<file path="src/rtl/am2940_seq.sv">
// ============================================================================
// am2940_seq
// ----------------------------------------------------------------------------
// Command sequencer that drives an Am2940 DMA address generator from the
// initiator side. It accepts a transfer request (control word, start address
// and word count) and programs the Am2940 through its instruction/data port.
// It writes the control register, then loads the address, then loads the
// word count. It then enables the Am2940 counters until the chip raises DONE
// or a cycle budget runs out. Every address the Am2940 steps past is
// presented downstream as one qualified transfer beat.
//
// Optional feature (compile-time macro AM2940_SEQ_REINIT_EN):
//   When defined, raising repeat_req during FINISH sends the sequencer
//   through REINIT. REINIT issues Am2940 instruction 100, which reloads the
//   counters from the chip's stored address/count registers, and the
//   sequencer then runs the same block again without reprogramming it.
//   When undefined, repeat_req is ignored and FINISH always returns to IDLE.
//
// Parameters
//   TIMEOUT     maximum RUN cycles (stalled or not) before the transfer is
//               abandoned with err set; must be >= 2
//
// Ports
//   TRANS       system clock, rising edge
//   res         asynchronous active-low reset
//   start       request strobe, only looked at in IDLE
//   cfg_ctrl    Am2940 control word (instruction 000), held while busy
//   cfg_addr    start address (instruction 101)
//   cfg_wcnt    word count (instruction 110), 0 is legal
//   repeat_req  replay request sampled in FINISH (macro build only)
//   stall       downstream back-pressure, pauses counting one edge later
//   DONE        Am2940 done flag
//   A_IN        Am2940 address output
//   I           Am2940 instruction
//   D_OUT       data to the Am2940 data input
//   nOEA        Am2940 address output enable, active-low
//   ACI / WCI   Am2940 address / word counter carry-in enables, active-low
//   xfer_valid  xfer_addr carries a live transfer beat
//   xfer_addr   registered copy of A_IN
//   busy        sequencer not in IDLE
//   done        one-cycle completion pulse (the FINISH cycle)
//   err         sticky timeout flag, cleared by the next accepted start
// ============================================================================
module am2940_seq #(
    parameter int TIMEOUT = 64
) (
    input  logic       TRANS,
    input  logic       res,
    input  logic       start,
    input  logic [2:0] cfg_ctrl,
    input  logic [3:0] cfg_addr,
    input  logic [3:0] cfg_wcnt,
    input  logic       repeat_req,
    input  logic       stall,
    input  logic       DONE,
    input  logic [3:0] A_IN,
    output logic [2:0] I,
    output logic [3:0] D_OUT,
    output logic       nOEA,
    output logic       ACI,
    output logic       WCI,
    output logic       xfer_valid,
    output logic [3:0] xfer_addr,
    output logic       busy,
    output logic       done,
    output logic       err
);

    // Am2940 instruction codes used by the sequencer
    localparam logic [2:0] INSTR_WR_CR   = 3'b000;
    localparam logic [2:0] INSTR_REINIT  = 3'b100;
    localparam logic [2:0] INSTR_LD_ADDR = 3'b101;
    localparam logic [2:0] INSTR_LD_WC   = 3'b110;
    localparam logic [2:0] INSTR_ENCNT   = 3'b111;

    // Timeout counter sizing: the counter only has to reach TIMEOUT-1
    localparam int             TW   = $clog2(TIMEOUT);
    localparam logic [TW-1:0]  TLIM = TW'(TIMEOUT - 1);

    typedef enum logic [2:0] {
        S_IDLE    = 3'd0,
        S_WR_CR   = 3'd1,
        S_LD_ADDR = 3'd2,
        S_LD_WC   = 3'd3,
        S_RUN     = 3'd4,
        S_FINISH  = 3'd5,
        S_REINIT  = 3'd6
    } state_t;

    state_t        r_state;
    state_t        w_next;

    logic [3:0]    r_addr;
    logic [3:0]    r_wcnt;
    logic [TW-1:0] r_tcnt;
    logic          w_timeout;

    // Next-cycle values of the registered outputs
    logic [2:0]    w_i;
    logic [3:0]    w_dout;
    logic          w_noea;
    logic          w_cnt_n;
    logic          w_busy;
    logic          w_done;

    // Output registers
    logic [2:0]    r_i;
    logic [3:0]    r_dout;
    logic          r_noea;
    logic          r_cnt_n;
    logic          r_xvalid;
    logic [3:0]    r_xaddr;
    logic          r_busy;
    logic          r_done;
    logic          r_err;

`ifndef AM2940_SEQ_REINIT_EN
    // repeat_req has no function in this build
    logic w_unused_repeat;
    assign w_unused_repeat = repeat_req;
`endif

    // The budget is spent once the counter sits at TIMEOUT-1 during RUN
    assign w_timeout = (r_tcnt == TLIM);

    // State register
    always_ff @(posedge TRANS or negedge res) begin
        if (!res) begin
            r_state <= S_IDLE;
        end else begin
            r_state <= w_next;
        end
    end

    // Next-state logic: programming is a fixed three-step walk, RUN exits on
    // DONE or an exhausted budget, FINISH optionally loops back via REINIT
    always_comb begin
        w_next = r_state;
        case (r_state)
            S_IDLE:    if (start) w_next = S_WR_CR;
            S_WR_CR:   w_next = S_LD_ADDR;
            S_LD_ADDR: w_next = S_LD_WC;
            S_LD_WC:   w_next = S_RUN;
            S_RUN:     if (DONE || w_timeout) w_next = S_FINISH;
`ifdef AM2940_SEQ_REINIT_EN
            S_FINISH:  w_next = repeat_req ? S_REINIT : S_IDLE;
`else
            S_FINISH:  w_next = S_IDLE;
`endif
            S_REINIT:  w_next = S_RUN;
            default:   w_next = S_IDLE;
        endcase
    end

    // Output decode from the state being entered, so that every output can
    // be registered and still line up with its state. The WR_CR data comes
    // straight from cfg_ctrl because the requester holds it while busy; the
    // address and count are taken from the copies latched at start.
    always_comb begin
        w_i     = INSTR_ENCNT;
        w_dout  = 4'd0;
        w_noea  = 1'b1;
        w_cnt_n = 1'b1;
        w_busy  = (w_next != S_IDLE);
        w_done  = 1'b0;
        case (w_next)
            S_WR_CR: begin
                w_i    = INSTR_WR_CR;
                w_dout = {1'b0, cfg_ctrl};
            end
            S_LD_ADDR: begin
                w_i    = INSTR_LD_ADDR;
                w_dout = r_addr;
            end
            S_LD_WC: begin
                w_i    = INSTR_LD_WC;
                w_dout = r_wcnt;
            end
            S_RUN: begin
                w_noea  = 1'b0;
                w_cnt_n = stall;
            end
            S_FINISH: begin
                w_done = 1'b1;
            end
            S_REINIT: begin
                w_i = INSTR_REINIT;
            end
            default: begin
                w_i = INSTR_ENCNT;
            end
        endcase
    end

    // Request latch: address and count are captured on an accepted start
    always_ff @(posedge TRANS or negedge res) begin
        if (!res) begin
            r_addr <= 4'd0;
            r_wcnt <= 4'd0;
        end else if (r_state == S_IDLE && start) begin
            r_addr <= cfg_addr;
            r_wcnt <= cfg_wcnt;
        end
    end

    // Timeout counter: cleared on every entry into RUN, counts each RUN
    // cycle including stalled ones, and parks at TIMEOUT-1
    always_ff @(posedge TRANS or negedge res) begin
        if (!res) begin
            r_tcnt <= '0;
        end else if (w_next == S_RUN && r_state != S_RUN) begin
            r_tcnt <= '0;
        end else if (r_state == S_RUN && r_tcnt != TLIM) begin
            r_tcnt <= r_tcnt + TW'(1);
        end
    end

    // Sticky error: cleared by an accepted start, set when RUN ends on the
    // budget alone (a DONE seen in the same cycle takes priority)
    always_ff @(posedge TRANS or negedge res) begin
        if (!res) begin
            r_err <= 1'b0;
        end else if (r_state == S_IDLE && start) begin
            r_err <= 1'b0;
        end else if (r_state == S_RUN && !DONE && w_timeout) begin
            r_err <= 1'b1;
        end
    end

    // Registered Am2940 controls and status
    always_ff @(posedge TRANS or negedge res) begin
        if (!res) begin
            r_i     <= INSTR_ENCNT;
            r_dout  <= 4'd0;
            r_noea  <= 1'b1;
            r_cnt_n <= 1'b1;
            r_busy  <= 1'b0;
            r_done  <= 1'b0;
        end else begin
            r_i     <= w_i;
            r_dout  <= w_dout;
            r_noea  <= w_noea;
            r_cnt_n <= w_cnt_n;
            r_busy  <= w_busy;
            r_done  <= w_done;
        end
    end

    // Beat stage: the address the Am2940 shows during a counting RUN cycle
    // is the one it steps past at the following edge, so that address is
    // captured together with a valid flag. Each address is therefore
    // emitted exactly once, and a stalled cycle produces no beat.
    always_ff @(posedge TRANS or negedge res) begin
        if (!res) begin
            r_xvalid <= 1'b0;
            r_xaddr  <= 4'd0;
        end else begin
            r_xvalid <= (r_state == S_RUN) && !r_cnt_n;
            r_xaddr  <= A_IN;
        end
    end

    assign I          = r_i;
    assign D_OUT      = r_dout;
    assign nOEA       = r_noea;
    assign ACI        = r_cnt_n;
    assign WCI        = r_cnt_n;
    assign xfer_valid = r_xvalid;
    assign xfer_addr  = r_xaddr;
    assign busy       = r_busy;
    assign done       = r_done;
    assign err        = r_err;

endmodule

</file>
<file path="config.mk">
export PLATFORM = sky130hd
export DESIGN_NAME = am2940_seq
export DESIGN_NICKNAME = d
export VERILOG_FILES = /design/src/rtl/am2940_seq.sv
export SDC_FILE = /design/constraint.sdc
export NUM_CORES = 1
export LEC_CHECK = 0
export ABC_CLOCK_PERIOD_IN_PS = 1700
export CELL_PAD_IN_SITES_DETAIL_PLACEMENT = 1
export CELL_PAD_IN_SITES_GLOBAL_PLACEMENT = 1
export CORE_MARGIN = 2
export CORE_UTILIZATION = 32
export CTS_CLUSTER_DIAMETER = 120
export DETAILED_ROUTE_END_ITERATION = 8
export GPL_ROUTABILITY_DRIVEN = 0
export PLACE_DENSITY_LB_ADDON = 0.1
export RECOVER_POWER = 50
export SYNTH_ARGS = -nofsm -noshare
export SYNTH_HDL_FRONTEND = slang
export SYNTH_SLANG_ARGS = --single-unit
</file>
<file path="constraint.sdc">
create_clock -name TRANS -period 1.7 [get_ports TRANS]
set_input_delay 0.255 -clock TRANS [delete_from_list [all_inputs] [get_ports TRANS]]
set_output_delay 0.255 -clock TRANS [all_outputs]
set_load 0.05 [all_outputs]
</file>
# [Word-level counts from Yosys, hierarchy flattened]
# Cells that the tools add are included.
[word_totals] mem_bits_rw=0 in_bits=21 rom_bits=0 memories=0 reg_bits=34 wordCells=54 latch_bits=0 out_inout_bits=18
[classes] n_mul=0 shift=0 muxes=12 eq_ne=14 order_cmp=0 div=0 n_reduce_logical=14 n_addsub=1 bitwise_logic=0
[ops] operator="== test 3 bit, second input constant" n=5
[ops] operator="case mux 3 bit (5 select lines)" n=1
[ops] operator="== test 3 x 2 -> 1 bit, second input constant" n=4
[ops] operator="2-to-1 mux 6 bit" n=2
[ops] operator="case mux 3 bit (4 select lines)" n=1
[ops] operator="case mux 4 bit (3 select lines)" n=1
[ops] operator="adder 6 x 1 -> 6 bit, second input constant" n=1
[ops] operator="== test 3 x 1 -> 1 bit, second input constant" n=2
[ops] operator="== test 6 bit, second input constant" n=1
[ops] operator="logical AND 1 bit" n=6
[ops] operator="2-to-1 mux 3 bit" n=2
[ops] operator="inequality test 6 bit, second input constant" n=1
[ops] operator="2-to-1 mux 1 bit" n=5
[ops] operator="nonzero test 2 bit" n=2
[ops] operator="zero test 3 bit" n=1
[ops] operator="inequality test 3 bit, second input constant" n=1
[ops] operator="nonzero test 3 bit" n=1
[ops] operator="zero test 1 bit" n=2
[ops] operator="OR reduction 2 bit" n=1
[ops] operator="logical OR 1 bit" n=1

# [Logic depth before layout (Yosys ltp)]
[logic_depth] depth_word=7 mapped_depth=5 mapped_depth_nobuf=4

# [Worst setup path after synthesis]
# OpenSTA, ideal clock, no wires.
[synth_timing] path_kind="reg-to-reg" start="register r_tcnt[0]" end="register r_tcnt[0]" setup_ps=126 n_path_buf=1 period_less_slack_ps=1612 stages_incl_launch_ff=6 t_required_ps=1574 arrival_time_ps=1486 setup_slack_ps=88 cell_sequence="dfrtp_1 > ha_1 > and4_1 > buf_6 > a31o_1 > a221o_1"
[synth_between] elab_chain_cells=7 elab_cells_between_ends=12 classes_between="add/sub: 1; eq/ne: 3; mux: 4; reduce/logical: 4"
[synth_rtl] element="from (decl)" line="95" text="logic [TW-1:0] r_tcnt;"
[synth_rtl] element="from (signal assigned)" line="214" text="r_tcnt <= r_tcnt + TW'(1);"
[synth_rtl] element="== test 6 bit" line="124" text="assign w_timeout = (r_tcnt == TLIM);"
[synth_rtl] element="logical OR 1 bit" line="144" text="S_RUN: if (DONE || w_timeout) w_next = S_FINISH;"
[synth_rtl] element="2-to-1 mux 3 bit" line="144"
[synth_rtl] element="case mux 3 bit (5 select lines)" line="139" text="case (r_state)"
[synth_rtl] element="== test 3 bit" line="211" text="end else if (w_next == S_RUN && r_state != S_RUN) begin"
[synth_rtl] element="logical AND 1 bit" line="211"
[synth_rtl] element="2-to-1 mux 6 bit or nonzero test 2 bit (tied branches)"
# Parallel ways exist; a longest one is shown, timed or not. The select of a mux whose other input is x is not followed.
# A chain may end at the register's enable or synchronous reset.

# [Final worst setup path]
[layout_timing] start="register r_tcnt[0]" end="register r_tcnt[1]"
# Same word-level chain as after synthesis.

==> impl_metrics.toml <==
[final_layout]
nFillCells = 481
seq_area_um2 = 857
nets = 185
diodes = 0
final_common_cell = "dfrtp_1"
fin_cells = 216
multi_input_area_um2 = 518
areaGrowthSynthToFinish_pct = 35.8
final_cell_mix = "29 x dfrtp_1, 19 x buf_4, 14 x clkdlybuf4s50_1"
drive_gt1_share_pct = 25.6

[logic_synthesis]
synth_edf_count = 0
syn_nets = 140
synth_ff_type = "dfrtp_1"
synth_cell_types = 36
synth_area_leaders = "dfrtp_1 50%, dfstp_2 9.1%, mux2_1 4.7%"
syn_avg_cell_area_um2 = 12.3
synth.top_cell.area_share_pct = 50.0
synth_largest_area_cell = "dfrtp_1"
yosysWarnings = 0
syn_inst = 118
synth_area_mm2 = 0.00145
synthArstFlopShare_pct = 100
ys_seq_elements = 34
seq_area_frac_synth_pct = 59.1

[cts]
holdBufCountCts = 0
cts_inserted_buffers = 5
clockRootBuffer = "clkbuf_8"
postCtsSetupRepairBufs = 0
post_cts_resized = 0
htree_num_levels = 2
cts_buffer_depth = 2
tritoncts = "built"
clk_pin_slew_ns = 0.07
cts.sinks = 34
clock_latency_ns = 0.28

[sta]
rsz0062_at_grt = "false"
fin_ws_ns = 0.136
report.final.slew_viol_count = 0
setup_violations = 0
fmax_mhz = 640
slew_headroom_pct = 44.0
hold_viol_final = 0
tightest_slew_ns = 0.840
fin_skew_ns = 0.00664
hold_ws_ns = 0.481
layout_min_cycle_time_ns = 1.56
period_share_pct = 92.0

[grt]
grt_pass1_vias = 1199
overflow = 0
grt_usage_pct = 14.4
grt_max_degree = 35
antenna_found_initial = 0
grt_pass1_wl_um = 5700

[placed_design]
dp_slack_ns = -0.00927
portBuffers = 37
dp_cells = 208
dp_hpwl_um = 2310

[routing]
wl_per_cell_um = 15.1
num_vias = 1113
drc_errors = 0
vias_per_cell = 5.15
wirelength_um = 3270
firstDrtPassIters = 4
antenna_left = 0
drt_iter0_drc = 50

[critical_path]
crit_path_top_delay_cell = "dfrtp_1"
reg2reg_slack_ns = 0.14
cpPeakStageDelay_ns = 0.42
crit_arrival_ns = 1.73
critPathLaunchType = "register"
crit_buf_inv = 0
crit_path_cell_trace = "ha_1 -> and4_1 -> a31o_1 -> a221o_1"
cp_max_fo = 5
critPathTopFamily = "compound AO/OA/AOI/OAI gates"
critPathCaptureType = "register"
cp.required_ns = 1.86
path_class = "reg2reg"

[power_and_ir_drop]
p_leak_nw = 0.876
p_seq_share_pct = 38.5
clkPwrFrac_pct = 18.7
p_total_mw = 3.26
internal_power_mw = 1.98
p_sw_share_pct = 39.3
switchingPower_mw = 1.28
power.density_mw_per_mm2 = 1650
ir_worst_vdd_mv = 0.456
p_comb_share_pct = 42.8

[floorplan]
io-pin-count = 39
core_area_mm2 = 0.00435
die_y_um = 71.3
die_area_mm2 = 0.00509
initial_core_util_pct = 33.3
num_rows = 24
die_x_um = 71.3

[hold_path]
hold_path.class = "in2reg"

[outcome]
status = "finished, final reports clean"

[flow_run]
drv_cap = 0
-- cells in the mapped netlist (2+ instances only) --
library cell and count:
dfrtp_1 29, a21oi_1 7, inv_1 7, mux2_1 6, dfstp_2 5, nor2_1 5, a211oi_1 4, and3_1 4
buf_2 4, nand2_1 4, nor3_1 4, a222oi_1 3, nor4b_1 3, o21ai_0 3, a221o_1 2, a41oi_1 2
buf_4 2, mux2_2 2, nand4_1 2, nor3b_2 2, nor4_1 2, o31ai_1 2
-- per-layer routing --
layer | routed length (um) | global-route usage (%) | up-vias
li1 | - | - | 525
met1 | 1490 | 18.5 | 554
met4 | 55 | 7.13 | 0
met3 | 196 | 4.08 | 5
met5 | 0 | 0 | -
met2 | 1530 | 22.2 | 29
-- worst paths after layout --
check                               end  depth (start not counted)       from
setup / recovery              r_tcnt[1]                          4  r_tcnt[0]
hold / removal                      ACI                          3      stall
setup reg to reg              r_tcnt[1]                          4  r_tcnt[0]
hold reg to reg               r_addr[3]                          1  r_addr[3]
max in group asynchronous  xfer_addr[2]                          2        res
min in group asynchronous      D_OUT[1]                          2        res
-- cells by family after synthesis --
logic type	Yosys count	synth area share, %
compound gates	27	13.4
mux	8	6.21
buf+inv	15	5.26
simple gates	33	15.2
flops	34	59.1
fa+ha+maj	1	0.862
-- sequential cells by signal, summed over array words and instances, names as in the netlist --
register	count
xfer_addr	4
ACI	1
r_tcnt	6
busy	1
err	1
I	3
r_state	3
nOEA	1
D_OUT	4
done	1
r_addr	4
r_wcnt	4
xfer_valid	1
-- worst reg2reg max path: cells and delay by family (launching register included) --
kind | cells | cell delay (ns)
AOI/OAI and AO/OA | 2 | 0.59
adders and majority gates | 1 | 0.22
DFF | 1 | 0.42
and+or+nand+nor | 1 | 0.22
-- through the flow --
step           area (um^2)  TNS, ns  utilization [%]
4_1_cts               1990        0             45.7
3_3_place_gp          1900        0             43.6
3_5_place_dp          1900  -0.0201             43.6
6_report              1970        0             45.3
2_1_floorplan         1450        0                -
5_1_grt               1970        0             45.3
-- power by group through the flow --
stage               combinational (mW)  sequential, mW  clock [mW]
global placement                  1.39            1.26           0
detailed placement                1.42            1.28           0
finish                            1.39            1.26       0.608
global route                      1.51            1.29       0.670
floorplan                        0.608            1.59           0
CTS                               1.42            1.26       0.637
-- final cells by class --
cell class	instances	area share [%]
clock buffer	7	4.38
timing repair buffer	46	21.0
inverter	7	1.33
tap	52	3.30
sequential	34	43.5
multi-input combinational	69	26.3
clock inverter	1	0.254
(Power assumes the default switching activity.)
